--- config.mk ---
export PLATFORM = sky130hd
export DESIGN_NAME = hex_card_reader
export DESIGN_NICKNAME = d
export VERILOG_FILES = /design/src/rtl/card_pkg.sv /design/src/rtl/seg7_card_decode.sv /design/src/rtl/hex_card_reader.sv
export SDC_FILE = /design/constraint.sdc
export NUM_CORES = 1
export LEC_CHECK = 0
export BUFFER_PORTS_ARGS = -buffer_cell sky130_fd_sc_hd__buf_2
export CELL_PAD_IN_SITES_DETAIL_PLACEMENT = 1
export CELL_PAD_IN_SITES_GLOBAL_PLACEMENT = 1
export CORE_MARGIN = 3
export CORE_UTILIZATION = 30
export CTS_CLUSTER_SIZE = 40
export DETAILED_ROUTE_END_ITERATION = 8
export PLACE_DENSITY_LB_ADDON = 0.1
export SLEW_MARGIN = 20
export SYNTH_ARGS = -nofsm -noshare
export SYNTH_HDL_FRONTEND = slang
export SYNTH_HIERARCHICAL = 1
export SYNTH_SLANG_ARGS = --single-unit
--- constraint.sdc ---
create_clock -name CLOCK_50 -period 2.75 [get_ports CLOCK_50]
set_input_delay 0.4125 -clock CLOCK_50 [delete_from_list [all_inputs] [get_ports CLOCK_50]]
set_output_delay 0.4125 -clock CLOCK_50 [all_outputs]
set_load 0.02 [all_outputs]
--- src/rtl/card_pkg.sv ---
// Shared card definitions: segment patterns (active-low, bit 6 = g ... bit 0 = a),
// card code type and reader state encoding.
package card_pkg;

  typedef logic [3:0] card_t;

  localparam card_t CARD_ERR = 4'hF;

  localparam logic [6:0] SEG_BLANK = 7'b1111111;
  localparam logic [6:0] SEG_A     = 7'b0001000;
  localparam logic [6:0] SEG_2     = 7'b0100100;
  localparam logic [6:0] SEG_3     = 7'b0110000;
  localparam logic [6:0] SEG_4     = 7'b0011001;
  localparam logic [6:0] SEG_5     = 7'b0010010;
  localparam logic [6:0] SEG_6     = 7'b0000010;
  localparam logic [6:0] SEG_7     = 7'b1111000;
  localparam logic [6:0] SEG_8     = 7'b0000000;
  localparam logic [6:0] SEG_9     = 7'b0010000;
  localparam logic [6:0] SEG_10    = 7'b1000000;
  localparam logic [6:0] SEG_J     = 7'b1100001;
  localparam logic [6:0] SEG_Q     = 7'b0011000;
  localparam logic [6:0] SEG_K     = 7'b0001001;

  typedef enum logic [1:0] {IDLE, SETTLE, EMIT, DONE} state_t;

endpackage

--- src/rtl/seg7_card_decode.sv ---
// Combinational inverse of the card-to-segment encoder; unknown patterns
// yield CARD_ERR with invalid_o set.
module seg7_card_decode
  import card_pkg::*;
(
  input  logic [6:0] pattern_i,
  output card_t      code_o,
  output logic       invalid_o
);

  always_comb begin
    code_o    = CARD_ERR;
    invalid_o = 1'b0;
    case (pattern_i)
      SEG_BLANK: code_o = 4'd0;
      SEG_A:     code_o = 4'd1;
      SEG_2:     code_o = 4'd2;
      SEG_3:     code_o = 4'd3;
      SEG_4:     code_o = 4'd4;
      SEG_5:     code_o = 4'd5;
      SEG_6:     code_o = 4'd6;
      SEG_7:     code_o = 4'd7;
      SEG_8:     code_o = 4'd8;
      SEG_9:     code_o = 4'd9;
      SEG_10:    code_o = 4'd10;
      SEG_J:     code_o = 4'd11;
      SEG_Q:     code_o = 4'd12;
      SEG_K:     code_o = 4'd13;
      default:   invalid_o = 1'b1;
    endcase
  end

endmodule

--- src/rtl/hex_card_reader.sv ---
// Scans the six card displays in order, debounces each digit, decodes it and
// streams {digit, card, err} results over a valid/ready handshake.
module hex_card_reader
  import card_pkg::*;
#(
  parameter int STABLE_CYCLES  = 4,
  parameter int TIMEOUT_CYCLES = 64
) (
  input  logic       CLOCK_50,
  input  logic       reset,
  input  logic       start,
  input  logic [6:0] HEX0,
  input  logic [6:0] HEX1,
  input  logic [6:0] HEX2,
  input  logic [6:0] HEX3,
  input  logic [6:0] HEX4,
  input  logic [6:0] HEX5,
  output logic       busy,
  output logic       out_valid,
  input  logic       out_ready,
  output logic [2:0] out_digit,
  output card_t      out_card,
  output logic       out_err,
  output logic       err_seen,
  output logic       done
);

  localparam int TW = $clog2(TIMEOUT_CYCLES + 1);
  localparam logic [3:0]    STABLE_LAST = 4'(STABLE_CYCLES);
  localparam logic [TW-1:0] TMO_LAST    = TW'(TIMEOUT_CYCLES);

  state_t        state_q, state_d;
  logic [2:0]    idx_q, idx_d;
  logic [6:0]    cap_q, cap_d;
  logic [3:0]    stab_q, stab_d;
  logic [TW-1:0] tmo_q, tmo_d;
  card_t         outCard_q, outCard_d;
  logic          outErr_q, outErr_d;
  logic          errSeen_q, errSeen_d;

  logic [6:0]    hexCur, hexNext;
  card_t         decCode;
  logic          decInvalid;
  logic [3:0]    stabInc;
  logic [TW-1:0] tmoInc;
  logic          samePat, accept, expire;

  // hexCur is the digit being settled; hexNext is the one loaded on handshake.
  always_comb begin
    hexCur  = HEX0;
    hexNext = HEX5;
    case (idx_q)
      3'd0: begin hexCur = HEX0; hexNext = HEX1; end
      3'd1: begin hexCur = HEX1; hexNext = HEX2; end
      3'd2: begin hexCur = HEX2; hexNext = HEX3; end
      3'd3: begin hexCur = HEX3; hexNext = HEX4; end
      3'd4: begin hexCur = HEX4; hexNext = HEX5; end
      3'd5: begin hexCur = HEX5; hexNext = HEX5; end
      default: begin hexCur = HEX0; hexNext = HEX5; end
    endcase
  end

  seg7_card_decode uDecode (
    .pattern_i (cap_q),
    .code_o    (decCode),
    .invalid_o (decInvalid)
  );

  assign stabInc = stab_q + 4'd1;
  assign tmoInc  = tmo_q + 1'b1;
  assign samePat = (hexCur == cap_q);
  assign accept  = samePat && (stabInc == STABLE_LAST);
  assign expire  = (tmoInc == TMO_LAST);

  always_comb begin
    state_d   = state_q;
    idx_d     = idx_q;
    cap_d     = cap_q;
    stab_d    = stab_q;
    tmo_d     = tmo_q;
    outCard_d = outCard_q;
    outErr_d  = outErr_q;
    errSeen_d = errSeen_q;
    case (state_q)
      IDLE: begin
        if (start) begin
          idx_d     = 3'd0;
          cap_d     = HEX0;
          stab_d    = 4'd1;
          tmo_d     = '0;
          errSeen_d = 1'b0;
          state_d   = SETTLE;
        end
      end
      SETTLE: begin
        tmo_d = tmoInc;
        // Acceptance takes priority over a timeout landing on the same edge.
        if (accept) begin
          outCard_d = decCode;
          outErr_d  = decInvalid;
          state_d   = EMIT;
        end else begin
          if (samePat) begin
            stab_d = stabInc;
          end else begin
            cap_d  = hexCur;
            stab_d = 4'd1;
          end
          if (expire) begin
            outCard_d = CARD_ERR;
            outErr_d  = 1'b1;
            state_d   = EMIT;
          end
        end
      end
      EMIT: begin
        if (out_ready) begin
          if (outErr_q) errSeen_d = 1'b1;
          if (idx_q == 3'd5) begin
            state_d = DONE;
          end else begin
            idx_d   = idx_q + 3'd1;
            cap_d   = hexNext;
            stab_d  = 4'd1;
            tmo_d   = '0;
            state_d = SETTLE;
          end
        end
      end
      DONE:    state_d = IDLE;
      default: state_d = IDLE;
    endcase
  end

  always_ff @(posedge CLOCK_50) begin
    if (reset) begin
      state_q   <= IDLE;
      idx_q     <= 3'd0;
      cap_q     <= 7'd0;
      stab_q    <= 4'd0;
      tmo_q     <= '0;
      outCard_q <= 4'd0;
      outErr_q  <= 1'b0;
      errSeen_q <= 1'b0;
    end else begin
      state_q   <= state_d;
      idx_q     <= idx_d;
      cap_q     <= cap_d;
      stab_q    <= stab_d;
      tmo_q     <= tmo_d;
      outCard_q <= outCard_d;
      outErr_q  <= outErr_d;
      errSeen_q <= errSeen_d;
    end
  end

  assign busy      = (state_q != IDLE);
  assign out_valid = (state_q == EMIT);
  assign done      = (state_q == DONE);
  assign out_digit = idx_q;
  assign out_card  = outCard_q;
  assign out_err   = outErr_q;
  assign err_seen  = errSeen_q;

endmodule

==> flow_summary_export.csv <==
group,metric,value,unit
run_status,status,"finished clean",
drt,vias,3059,
drt,firstDrtPassIters,5,
power,ir_worst_vdd,0.338,mV
sta,drv_slew,0,
place,gp_congestion,0.839,
die,die_w,102,um
layout,layout_common_cells,"buf_2 (57), nor2_1 (41), nand2_1 (37)",
synthesis,async_reset_ff_share,0,%
synthesis,syn_area_per_cell,7.61,um2
global_route,grt.overflow.total,0,
die,die_h,102,um
synthesis,ys.flop_type,"dfxtp_1",
synthesis,synth_area,0.00277,mm2
setup_path,endpoint_kind,"register",
setup_path,crit_type,"register to register",
die,start_util,31.3,%
die,rows,34,
setup_path,critical-path-max-stage-delay,360,ps
global_route,grt_pass1_wl,15700,um
layout,syn2layout_area_growth,27.1,%
place,place_area,0.00327,mm2
cts,root_buffer,"clkbuf_8",
synthesis,synth_edf_count,0,
place,dp_hpwl,7430,um
drt,ant_nets,0,
setup_path,cp_max_fo,4,
power,p_leak,1.40,nW
drt,drc,0,
sta,worst_pin_slew,528,ps
setup_path,start_kind,"register",
flow_run,maxCapViolCount,0,
drt,drt_wl_total,9550,um
sta,finalCritPeriodShare,95.1,%
die,dieArea,0.0104,mm2
synthesis,synth-seq-cells,29,
cts,clk_pin_slew,60,ps
setup_path,cp.required,2920,ps
sta,period_minus_slack,2620,ps
worst_hold_path,min_path_type,"input pin to register",
layout,antenna_cells,0,
layout,final_cells,544,
sta,hold_viol,0,
cts,cts_tree,"done",
cts,htreeDepth,2,
layout,nets,494,
sta,fmax,0.382,GHz
synthesis,syn_inst,364,
setup_path,path_cells,"ha_2, ha_4, and2_1, a2111o_1, o211ai_2, xor2_1, o2111a_2, buf_4, nand4_1, and2_4, o221a_2",
global_route,grt_antenna_before_repair,0,
synthesis,yosysWarningCount,6,
sta,skew,5.83,ps
die,ios,58,
sta,relSlewSlack,64.7,%
cts,numCtsBuffers,5,
synthesis,synthesis.nets,423,
place,placed_cells,534,
global_route,grt_max_degree,28,
synthesis,synth-seq-area-share,21.0,%
drt,wl_per_cell,17.5,um
layout,fin_area,0.00352,mm2
place,port_buffers,57,
setup_path,arrival,2790,ps
global_route,track_usage,18.6,%
setup_path,crit_slowest_cell,"dfxtp_4",
cts,clk_latency,280,ps
layout,nFillCells,1137,
drt,dr.first_iter.drc_count,148,
sta,final-setup-viol-count,0,
die,core,0.00885,mm2
synthesis,synth_top_cell_area_share,21.0,%
cts,ctsLongestPathBuffers,2,
synthesis,netlist_top_cells_area,"dfxtp_1 (21%), ha_1 (5.9%), nor2_1 (5.6%)",
global_route,grt_pass1_vias,3120,
layout,layout_commonest_cell,"buf_2",
power,power_density,706,mW/mm2
synthesis,ys_types,75,
synthesis,yosysTopAreaCell,"dfxtp_1",
drt,viasPerCell,5.62,
layout,layout-drive-gt1-share,34.4,%
cts,clock-sinks,29,
layout make-up:
cell class | count | area (um2) | share of cell area [%]
multi-input cells | 297 | 2100 | 59.7
flip-flops and latches | 29 | 589 | 16.7
repair buffers | 89 | 562 | 16.0
well taps | 108 | 135 | 3.84
clock buffers | 8 | 80.1 | 2.27
inverters | 13 | 51.3 | 1.46
cell families (layout without fill, tap and decap cells):
| group | count (synthesis) | after routing | synth area share [%] |
|---|---|---|---|
| and+or+nand+nor | 158 | 158 | 30.5 |
| muxes | 4 | 4 | 1.81 |
| DFF | 29 | 29 | 21.0 |
| buffers and inverters | 38 | 110 | 7.86 |
| xor gates and xnor gates | 3 | 3 | 0.949 |
| AOI/OAI and AO/OA | 119 | 119 | 32.1 |
| adders and majority gates | 13 | 13 | 5.87 |
power by group:
part           leakage [nW]  internal (mW)  total (mW)  switching (mW)
sequential            0.238          0.488       0.675           0.187
clock                0.0395          0.179       0.333           0.154
combinational          1.12          0.667        1.48           0.811
total                  1.40           1.33        2.49            1.15
metrics by stage:
stage	power, mW	worst slack [ps]	TNS, ps	hold WS (ps)	utilization (%)
detailed placement	2.10	-47.9	-289	463	37.0
floorplan	1.70	11.5	0	444	-
finish	2.49	134	0	466	39.8
CTS	2.46	19.9	0	472	38.2
global placement	2.08	30.1	0	456	37.0
global route	2.72	-2.98	-3.69	490	39.8
worst max-delay path: cells and delay by family, from the launching register on:
| kind | cells | cell delay (ps) |
|---|---|---|
| xor+xnor | 1 | 200 |
| simple gates | 3 | 480 |
| flops | 1 | 360 |
| compound gates | 4 | 980 |
| buf+inv | 1 | 130 |
| fa+ha+maj | 2 | 360 |
Yosys cell counts, types with 8 or more instances:
master and n:
o211ai_1 9, ha_1 13, nor3_1 14, nor2_1 41
clkbuf_1 8, dfxtp_1 29, nand3_1 16, o21ai_0 20
a21oi_1 22, inv_1 12, o22ai_1 10, nand2_1 37
final timing paths:
check	start	to	slack, ps	cells after the start
worst max-delay path	out_digit[0]	state_q[0]	130	11
worst min-delay path	HEX0[3]	cap_q[3]	470	3
worst max register to register	out_digit[0]	state_q[0]	130	11
worst min register to register	tmo_q[1]	tmo_q[1]	470	2
sequential cells by signal (all words and copies together) (netlist names):
signal,count
cap_q,7
err_seen,1
out_card,4
out_digit,3
out_err,1
stab_q,4
state_q,2
tmo_q,7
timing repair:
action                     CTS  global route
setup buffers                0             2
hold buffers                 0             0
gates resized for setup      9            27
setup endpoints to repair   10            18
pin swaps                    1             9
per-layer routing:
metal	track usage [%]	wire, um	up-vias
met5	0	0	-
met4	2.52	65	0
met3	2.94	312	10
met2	31.9	4600	54
met1	25.4	4570	1488
li1	-	-	1507
Note: power is estimated with default switching activity, not from simulation.
